==> config.mk <==
export PLATFORM = sky130hd
export DESIGN_NAME = mul_sequencer
export DESIGN_NICKNAME = d
export VERILOG_FILES = /design/src/rtl/mul_sequencer.sv
export SDC_FILE = /design/constraint.sdc
export NUM_CORES = 1
export LEC_CHECK = 0
export ABC_AREA = 1
export CORE_MARGIN = 5
export CORE_UTILIZATION = 55
export CTS_BUF_LIST = sky130_fd_sc_hd__clkbuf_16
export CTS_CLUSTER_DIAMETER = 60
export DETAILED_ROUTE_END_ITERATION = 8
export GPL_TIMING_DRIVEN = 0
export PLACE_DENSITY = 0.9
export SLEW_MARGIN = 20
export SYNTH_ARGS = -nofsm -noshare
export SYNTH_HDL_FRONTEND = slang
export SYNTH_SLANG_ARGS = --single-unit
==> constraint.sdc <==
create_clock -name clk -period 7.4 [get_ports clk]
set_input_delay 1.48 -clock clk [delete_from_list [all_inputs] [get_ports clk]]
set_output_delay 1.48 -clock clk [all_outputs]
set_load 0.02 [all_outputs]
==> src/rtl/mul_sequencer.sv <==
// rtl/mul_sequencer.sv - iterative shift-add multiplier with pipeline stall/flush handshake
// Optional signed support when MUL_SIGNED_EN is defined (sign-magnitude, negate on RUN->DONE).
`ifndef WORD_LEN
`define WORD_LEN 32
`endif

module mul_sequencer #(
  parameter int WORD_LEN = `WORD_LEN
) (
  input  logic                clk,
  input  logic                rst,
  input  logic                start,
  input  logic                flush,
  input  logic                is_signed,
  input  logic [WORD_LEN-1:0] op_a,
  input  logic [WORD_LEN-1:0] op_b,
  output logic                stall,
  output logic                busy,
  output logic                done,
  output logic [WORD_LEN-1:0] result_lo,
  output logic [WORD_LEN-1:0] result_hi
);

  localparam int CW = $clog2(WORD_LEN + 1);

  typedef enum logic [1:0] {IDLE, RUN, DONE} state_t;

  state_t                state, state_next;
  logic [WORD_LEN-1:0]   mcand, mplier;
  logic [2*WORD_LEN-1:0] acc, acc_step, acc_final, result_q;
  logic [CW-1:0]         count;
  logic [WORD_LEN:0]     sum;
  logic [WORD_LEN-1:0]   a_mag, b_mag;
  logic                  accept, last;

  assign accept = (state == IDLE) && start && !flush;
  assign last   = (count == CW'(WORD_LEN - 1));

  // Carry out of the upper-half add becomes the new MSB after the shift.
  assign sum      = {1'b0, acc[2*WORD_LEN-1:WORD_LEN]} + {1'b0, (mplier[0] ? mcand : '0)};
  assign acc_step = {sum, acc[WORD_LEN-1:1]};

`ifdef MUL_SIGNED_EN
  logic neg;
  // Magnitude of the most negative value is representable as an unsigned word.
  assign a_mag     = (is_signed && op_a[WORD_LEN-1]) ? -op_a : op_a;
  assign b_mag     = (is_signed && op_b[WORD_LEN-1]) ? -op_b : op_b;
  assign acc_final = neg ? -acc_step : acc_step;
`else
  logic unused_sign;
  assign unused_sign = is_signed;
  assign a_mag       = op_a;
  assign b_mag       = op_b;
  assign acc_final   = acc_step;
`endif

  always_comb begin
    state_next = state;
    case (state)
      IDLE:    if (accept) state_next = RUN;
      RUN:     if (flush) state_next = IDLE;
               else if (last) state_next = DONE;
      DONE:    state_next = IDLE;
      default: state_next = IDLE;
    endcase
  end

  always_comb begin
    stall = !rst && (accept || (state == RUN));
    busy  = (state == RUN) || (state == DONE);
    done  = (state == DONE) && !flush;
    // The new product is visible during the done pulse and held afterwards.
    {result_hi, result_lo} = done ? acc : result_q;
  end

  always_ff @(posedge clk or posedge rst) begin
    if (rst) begin
      state    <= IDLE;
      mcand    <= '0;
      mplier   <= '0;
      acc      <= '0;
      count    <= '0;
      result_q <= '0;
`ifdef MUL_SIGNED_EN
      neg      <= 1'b0;
`endif
    end else begin
      state <= state_next;
      if (accept) begin
        mcand  <= a_mag;
        mplier <= b_mag;
        acc    <= '0;
        count  <= '0;
`ifdef MUL_SIGNED_EN
        neg    <= is_signed && (op_a[WORD_LEN-1] ^ op_b[WORD_LEN-1]);
`endif
      end else if (state == RUN && !flush) begin
        acc    <= last ? acc_final : acc_step;
        mplier <= mplier >> 1;
        count  <= count + 1'b1;
      end else if (state == DONE && !flush) begin
        result_q <= acc;
      end
    end
  end

endmodule
; Word-level counts from Yosys, hierarchy flattened
; Index checks and enable logic that the tools add are counted.
[word_totals]
reg_bits = 200
latch_bits = 0
ramBits = 0
rom_bits = 0
input_bits = 69
mem_count = 0
[classes]
add_sub_neg = 2
n_mul = 0
div_mod_pow = 0
order_cmp = 0
n_eq_ne = 5
shift = 0
n_mux = 12
bitwise = 2
reduce_logical = 13
[ops]
columns = operator, n
row1 = two-way mux 64 bit, 3
row2 = two-way mux 32 bit, 3
row3 = adder 32 x 32 -> 33 bit, 1
row4 = two-way mux 6 bit, 2
row5 = "adder 6 x 1 -> 6 bit, second input constant", 1
row6 = "== test 6 x 5 -> 1 bit, second input constant", 1
row7 = two-way mux 2 bit, 3
row8 = logical AND 1 bit, 5
row9 = case mux 2 bit (2 select lines), 1
row10 = AND reduction 2 bit, 2
row11 = "!= test 3 bit, second input constant", 1
row12 = "== test 2 x 1 -> 1 bit, second input constant", 1
row13 = "== test 2 bit, second input constant", 1
row14 = zero test 1 bit, 2
row15 = zero test 2 bit, 1
row16 = logical OR 1 bit, 2
row17 = "!= test 2 bit, second input constant", 1
row18 = inverter 1 bit, 2
row19 = nonzero test 2 bit, 1

; Longest topological paths before layout
; Gate-level depths: netlist (run 1).
[logic_depth]
word_depth = 5
ltp_mapped = 16
ltp_nobuf = 15

; Worst setup path after synthesis (run 1)
; No wires, ideal clock.
[synth_timing]
path_type = input to output
startpoint = input flush
endpoint = output result_hi[0]
arrival_ps = 2453
required_ps = 5920
setup_slack_ps = 3467
cell_stages = 5
path_cell_list = inv_1 > nand2_1 > buf_4 > clkbuf_1 > o21ai_0
[synth_via]
elab_chain_cells = 3
[synth_lines]
columns = element, line
row1 = start: declaration, 13  ; input logic flush,
row2 = zero test 1 bit, 71  ; done = (state == DONE) && !flush;
row3 = logical AND 1 bit, 71
row4 = two-way mux 64 bit, -
row5 = end: declaration, 21  ; output logic [WORD_LEN-1:0] result_hi
; Every way passes these cells.

; Final worst setup path (run 1)
[layout_timing]
startpoint = input flush
endpoint = output result_hi[31]
; The elaborated chain is that of the path after synthesis.

==> results.cfg, run 1 <==
[clock_network]
clock_sinks = 200
cts-resized-gates = 0
clk_pin_slew_ps = 80
clk_latency_ps = 470
cts_made_buffers = 17
root_buffer = clkbuf_16
cts_max_level = 4
post-cts-setup-buffers = 0
cts_buffer_depth = 2
hold_buffers = 0
cts_tree = done

[layout]
synthToLayoutAreaGrowth_pct = 21.62
insertedDiodeCount = 0
layout_common_cells = 668 x nand2_1, 243 x inv_1, 200 x dfrtp_1, 134 x clkdlybuf4s50_1, 82 x o21ai_0
final_core_util = 0.6722
nNetsFinal = 1809
drive_gt1_frac = 0.05070
num-fill-cells = 1703
final_common_cell = nand2_1
final_cells = 1986

[worst_hold_path]
min_path_type = register to register
holdPathStages = 1
whs_endpoint = count[5]$_DFFE_PP0N_
hold_start = count[5]$_DFFE_PP0N_

[sta]
fin_ws_ps = 2197
period_minus_slack_ps = 5203
rsz0062_at_grt = no
fin_crit_sh = 0.7031
slew_viol_final = 0
slew_headroom = 0.5332
hold_viol_final = 0
whs_ps = 478.9
fin_skew_ps = 12.41
tightestPinTransition_ps = 700.2
setup_viol = 0
fmax_mhz = 192.2

[critical_path]
cp_cell_sequence = clkdlybuf4s50_1 > inv_1 > nand2_1 > buf_4 > buf_2 > nand2_1 > o21ai_0 > clkdlybuf4s50_1
r2r-end = acc[60]$_DFFE_PP0N_
r2r_start = mplier[0]$_DFFE_PP0N_
required_ps = 5920
slowest_stage = clkdlybuf4s50_1
r2r_slack_ps = 4590
slowest_delay_ps = 700
crit_fanout = 10
critPathArrivalTime_ps = 3720
cp-start-kind = input pin
r2r_cells = 15
endpoint_kind = primary output
critPathKind = input pin to primary output

[placed_design]
port-buffer-count = 134
hpwl_um = 24000
dp_cells = 1954
gp_congestion = 0.9921
pre_cts_slack_ps = 2238

[power_and_ir_drop]
total_power_mw = 4.722
powerDensity_nw_per_um2 = 350.6
leakage_nw = 7.087
max-vdd-ir-drop_mv = 0.2317

[synthesis]
netlist_area_um2 = 11080
syn_inst = 1548
synthDistinctLibCells = 33
synth-seq-cells = 200
ys_seq_area_frac = 0.4519
avgSynthCellArea_um2 = 7.155
yosysWarnings = 0
synth_fp_nets = 1654

[detailed_routing]
drc_errors = 0
drt_pass1_iterations = 6
drt_iter0_markers = 1030
ant_nets = 0
avgViaCountPerCell = 5.396
wl_per_cell_um = 16.16
wl_um = 32100
via_count = 10720

[grt]
gr-usage-met1 = 0.3762
grtUsageTotal = 0.2763
busiest_layer = met2
grt_pass1_vias = 10410
overflow = 0
gr-usage-met3 = 0.05347
grtUsageMet2 = 0.4428
grt_max_degree = 84
grt_pass1_wl_um = 52420
antenna_found_initial = 1

[die]
dieArea_um2 = 23080
chipHeight_um = 151.9
start_util = 0.5527
row_count = 52
coreArea_um2 = 20040
die_x_um = 151.9
io_pins = 136

[job]
drv_cap = 0

[run_status]
status = complete, no violations
[per-layer routing]
metal  part of all wire  wire (um)
met5            0.00047         15
met3              0.084       2701
met2               0.47      15030
met4              0.030        968
met1               0.42      13390
[worst max path at each step]
| stage | start | endpoint | cells after the start |
|---|---|---|---|
| final | flush | result_hi[31] | 8 |
| after global routing | flush | result_hi[31] | 8 |
| after CTS | flush | result_hi[31] | 8 |
| after detailed placement | flush | result_hi[31] | 8 |
| after global placement | rst | result_q[44]$_DFFE_PP0P_ | 2 |
| after floorplan | rst | acc[0]$_DFFE_PP0N_ | 1 |
[sequential cells by signal, summed over array words and instances (netlist names)]
register,cells
acc,64
count,6
mcand,32
mplier,32
result_q,64
state,2
[where the power goes]
group | internal, mW | switching (mW) | total, mW
Sequential | 1.46 | 0.225 | 1.69
Clock | 0.485 | 0.536 | 1.02
Combinational | 0.749 | 1.27 | 2.02
[cells in the mapped netlist]
library cell / number / area share
buf_4: 4 / 0.0027
nor3_1: 7 / 0.0032
o311ai_0: 3 / 0.0024
nor2_4: 2 / 0.0020
o221ai_1: 20 / 0.016
o21bai_1: 3 / 0.0020
nand4_1: 5 / 0.0028
nand2_4: 1 / 0.0010
nand3_1: 45 / 0.020
dfrtp_1: 200 / 0.45
inv_2: 2 / 0.00068
nor2_2: 4 / 0.0023
ha_1: 36 / 0.041
a21oi_1: 28 / 0.013
nand2_1: 668 / 0.23
nand2_2: 3 / 0.0017
a22o_1: 2 / 0.0016
clkbuf_1: 22 / 0.0075
inv_1: 244 / 0.083
o21ai_0: 82 / 0.037
fa_1: 1 / 0.0018
o31ai_1: 2 / 0.0014
nand3_2: 2 / 0.0018
buf_2: 33 / 0.015
o21ai_1: 9 / 0.0041
inv_4: 1 / 0.00057
a31oi_1: 4 / 0.0023
nor2_1: 50 / 0.017
xnor2_1: 9 / 0.0071
o211ai_1: 8 / 0.0054
and2_1: 3 / 0.0017
buf_1: 3 / 0.0010
o22ai_1: 42 / 0.024
[final cells by class]
type                    count  area, um2  area share
plain buffers              62      289.0     0.02146
inverters                 247      937.1     0.06957
clock inverters            15      227.7     0.01691
clock buffers              17      425.4     0.03158
well taps                 270      337.8     0.02508
flip-flops and latches    200       5005      0.3715
repair buffers            136       1396      0.1037
multi-input cells        1039       4852      0.3602
[logic make-up (layout without fill, tap and decap cells)]
| family | after synthesis | count (layout) | share of synthesized area |
|---|---|---|---|
| and+or+nand+nor | 790 | 790 | 0.2802 |
| buffers and inverters | 309 | 477 | 0.1100 |
| AOI/OAI and AO/OA | 203 | 203 | 0.1083 |
| DFF | 200 | 200 | 0.4519 |
| adders and majority gates | 37 | 37 | 0.04248 |
| xor gates and xnor gates | 9 | 9 | 0.007117 |
[worst max-delay path, delay by kind of cell]
| kind | cells | cell delay (ps) |
|---|---|---|
| simple gates | 2 | 190 |
| compound gates | 1 | 190 |
| buf+inv | 5 | 1850 |
[metrics by stage]
stage | TNS (ps) | instance area (um2)
after detailed placement | 0 | 12820
final | 0 | 13470
after floorplan | 0 | 11080
after CTS | 0 | 13470
after global placement | -392700 | 12750
after global routing | 0 | 13470
Power figures use the tool's default switching activity.
==> run 2: changes to the inputs <==
==> constraint.sdc (replaced) <==
create_clock -name clk -period 5.2 [get_ports clk]
set_input_delay 1.04 -clock clk [delete_from_list [all_inputs] [get_ports clk]]
set_output_delay 1.04 -clock clk [all_outputs]
set_load 0.02 [all_outputs]
==> results.cfg, run 2 (synthesized netlist as in run 1, its figures left out) <==
[detailed_routing]
wl_um = 31920
via_count = 10760
drt_iter0_markers = 1109
wl_met3_um = 2335
wl_met2_um = 14540
drc_errors = 0
wl_per_cell_um = 16.03
top_layer_used = met4
avgViaCountPerCell = 5.405
drt_pass1_iterations = 6
ant_nets = 0
wl_met1_um = 13930

[critical_path]
critPathKind = input pin to primary output
required_ps = 4160
timing.critical_path.from = flush
cp_cell_sequence = clkdlybuf4s50_1 > inv_1 > nand2_1 > buf_4 > clkbuf_1 > o21ai_0 > clkdlybuf4s50_1
critPathArrivalTime_ps = 3380
cpLargestDelayFamily = buffers and inverters
critPathBufInv = 5
r2r_start = mplier[0]$_DFFE_PP0N_
endpoint_kind = primary output
cp-start-kind = input pin
crit_fanout = 10
slowest_delay_ps = 710
slowest_stage = clkdlybuf4s50_1
crit_top_cell = clkdlybuf4s50_1

[die]
start_util = 0.5527
dieArea_um2 = 23080
coreArea_um2 = 20040
row_count = 52
chipHeight_um = 151.9
io_pins = 136
die_x_um = 151.9

[placed_design]
gp_congestion = 1.006
pre_cts_slack_ps = 849.4
port-buffer-count = 134
hpwl_um = 24120

[power_and_ir_drop]
max-vdd-ir-drop_mv = 0.2861
total_power_mw = 6.763
powerDensity_nw_per_um2 = 497.4
leakage_nw = 7.143

[clock_network]
cts_max_level = 4
cts-resized-gates = 0
cts_tree = done
root_buffer = clkbuf_16
cts_buffer_depth = 2
clk_pin_slew_ps = 100
clk_latency_ps = 450
post-cts-setup-buffers = 0
hold_buffers = 0
clock_sinks = 200
cts_made_buffers = 17

[grt]
grtUsageTotal = 0.2777
grt_pass1_vias = 10520
overflow = 0
antenna_found_initial = 0
grt_pass1_wl_um = 52690
grt_max_degree = 34

[layout]
drive_gt1_frac = 0.05346
ff_latch_area_um2 = 5005
final_common_cell = nand2_1
layout_common_cells = 668 x nand2_1, 243 x inv_1, 200 x dfrtp_1, 134 x clkdlybuf4s50_1, 82 x o21ai_0
insertedDiodeCount = 0
nNetsFinal = 1814
num-fill-cells = 1628
synthToLayoutAreaGrowth_pct = 22.75
multi_input_area_um2 = 4852
reg.largest.list = acc x64, result_q x64

[sta]
tightestPinTransition_ps = 662.4
fin_ws_ps = 777.5
setup_viol = 0
fin_crit_sh = 0.8505
tns_ps = 0
slew_viol_final = 0
rsz0062_at_grt = no
hold_viol_final = 0
period_minus_slack_ps = 4423
slew_headroom = 0.5575
fmax_mhz = 226.1
fin_skew_ps = 15.04

[worst_hold_path]
min_path_type = register to register
hold_start = result_q[12]$_DFFE_PP0P_

[run_status]
status = complete, no violations

[job]
drv_cap = 0
run 2: changes by cell type in the layout (fill, tap and decap cells not counted), sizes merged:
cell / before / now
clkinvlp: 0 / 1
inv: 259 / 258
buf: 42 / 47
run 2: routing by layer:
| metal | GRT usage | vias to the layer above |
|---|---|---|
| met3 | 0.05091 | 84 |
| met4 | 0.1015 | 0 |
| met1 | 0.3821 | 5087 |
| met5 | 0 | - |
| met2 | 0.4437 | 459 |
| li1 | - | 5132 |
run 2: stage by stage:
step | hold slack, ps | utilization | area (um2) | std cells
after global routing | 506.4 | 0.6784 | 13600 | 1991
after floorplan | 441.7 | - | 11080 | 1548
after global placement | 461.5 | 0.6367 | 12760 | 1952
after CTS | 488.4 | 0.6784 | 13600 | 1991
final | 487.8 | 0.6784 | 13600 | 1991
after detailed placement | 465.8 | 0.6448 | 12920 | 1959
run 2: worst register-to-register path: cells and delay by family (launching register included):
family	cells	cell delay, ps
simple gates	8	920
buf+inv	5	860
flops	1	330
fa+ha+maj	1	280
compound gates	1	170
run 2: final timing paths:
path / endpoint / slack [ps] / cells after the start
max in group asynchronous: acc[29]$_DFFE_PP0N_ / 2820 / 7
setup / recovery: result_lo[3] / 780 / 7
min in group asynchronous: state[1]$_DFFE_PP0P_ / 1060 / 2
hold / removal: result_q[12]$_DFFE_PP0P_ / 490 / 2
hold reg to reg: result_q[12]$_DFFE_PP0P_ / 490 / 2
setup reg to reg: acc[62]$_DFFE_PP0N_ / 2530 / 15
run 2: layout make-up:
cell class / count / share of cell area
Buffer: 62 / 0.02126
Sequential cell: 200 / 0.3681
Inverter: 247 / 0.06865
Multi-Input combinational cell: 1039 / 0.3569
Clock buffer: 17 / 0.03129
Timing Repair Buffer: 141 / 0.1106
Clock inverter: 15 / 0.01831
Tap cell: 270 / 0.02485
run 2: power breakdown:
group	leakage [nW]	switching (mW)	internal (mW)
Combinational	4.15	1.80	1.07
Clock	0.325	0.790	0.705
Sequential	2.67	0.319	2.08
Total	7.14	2.90	3.86
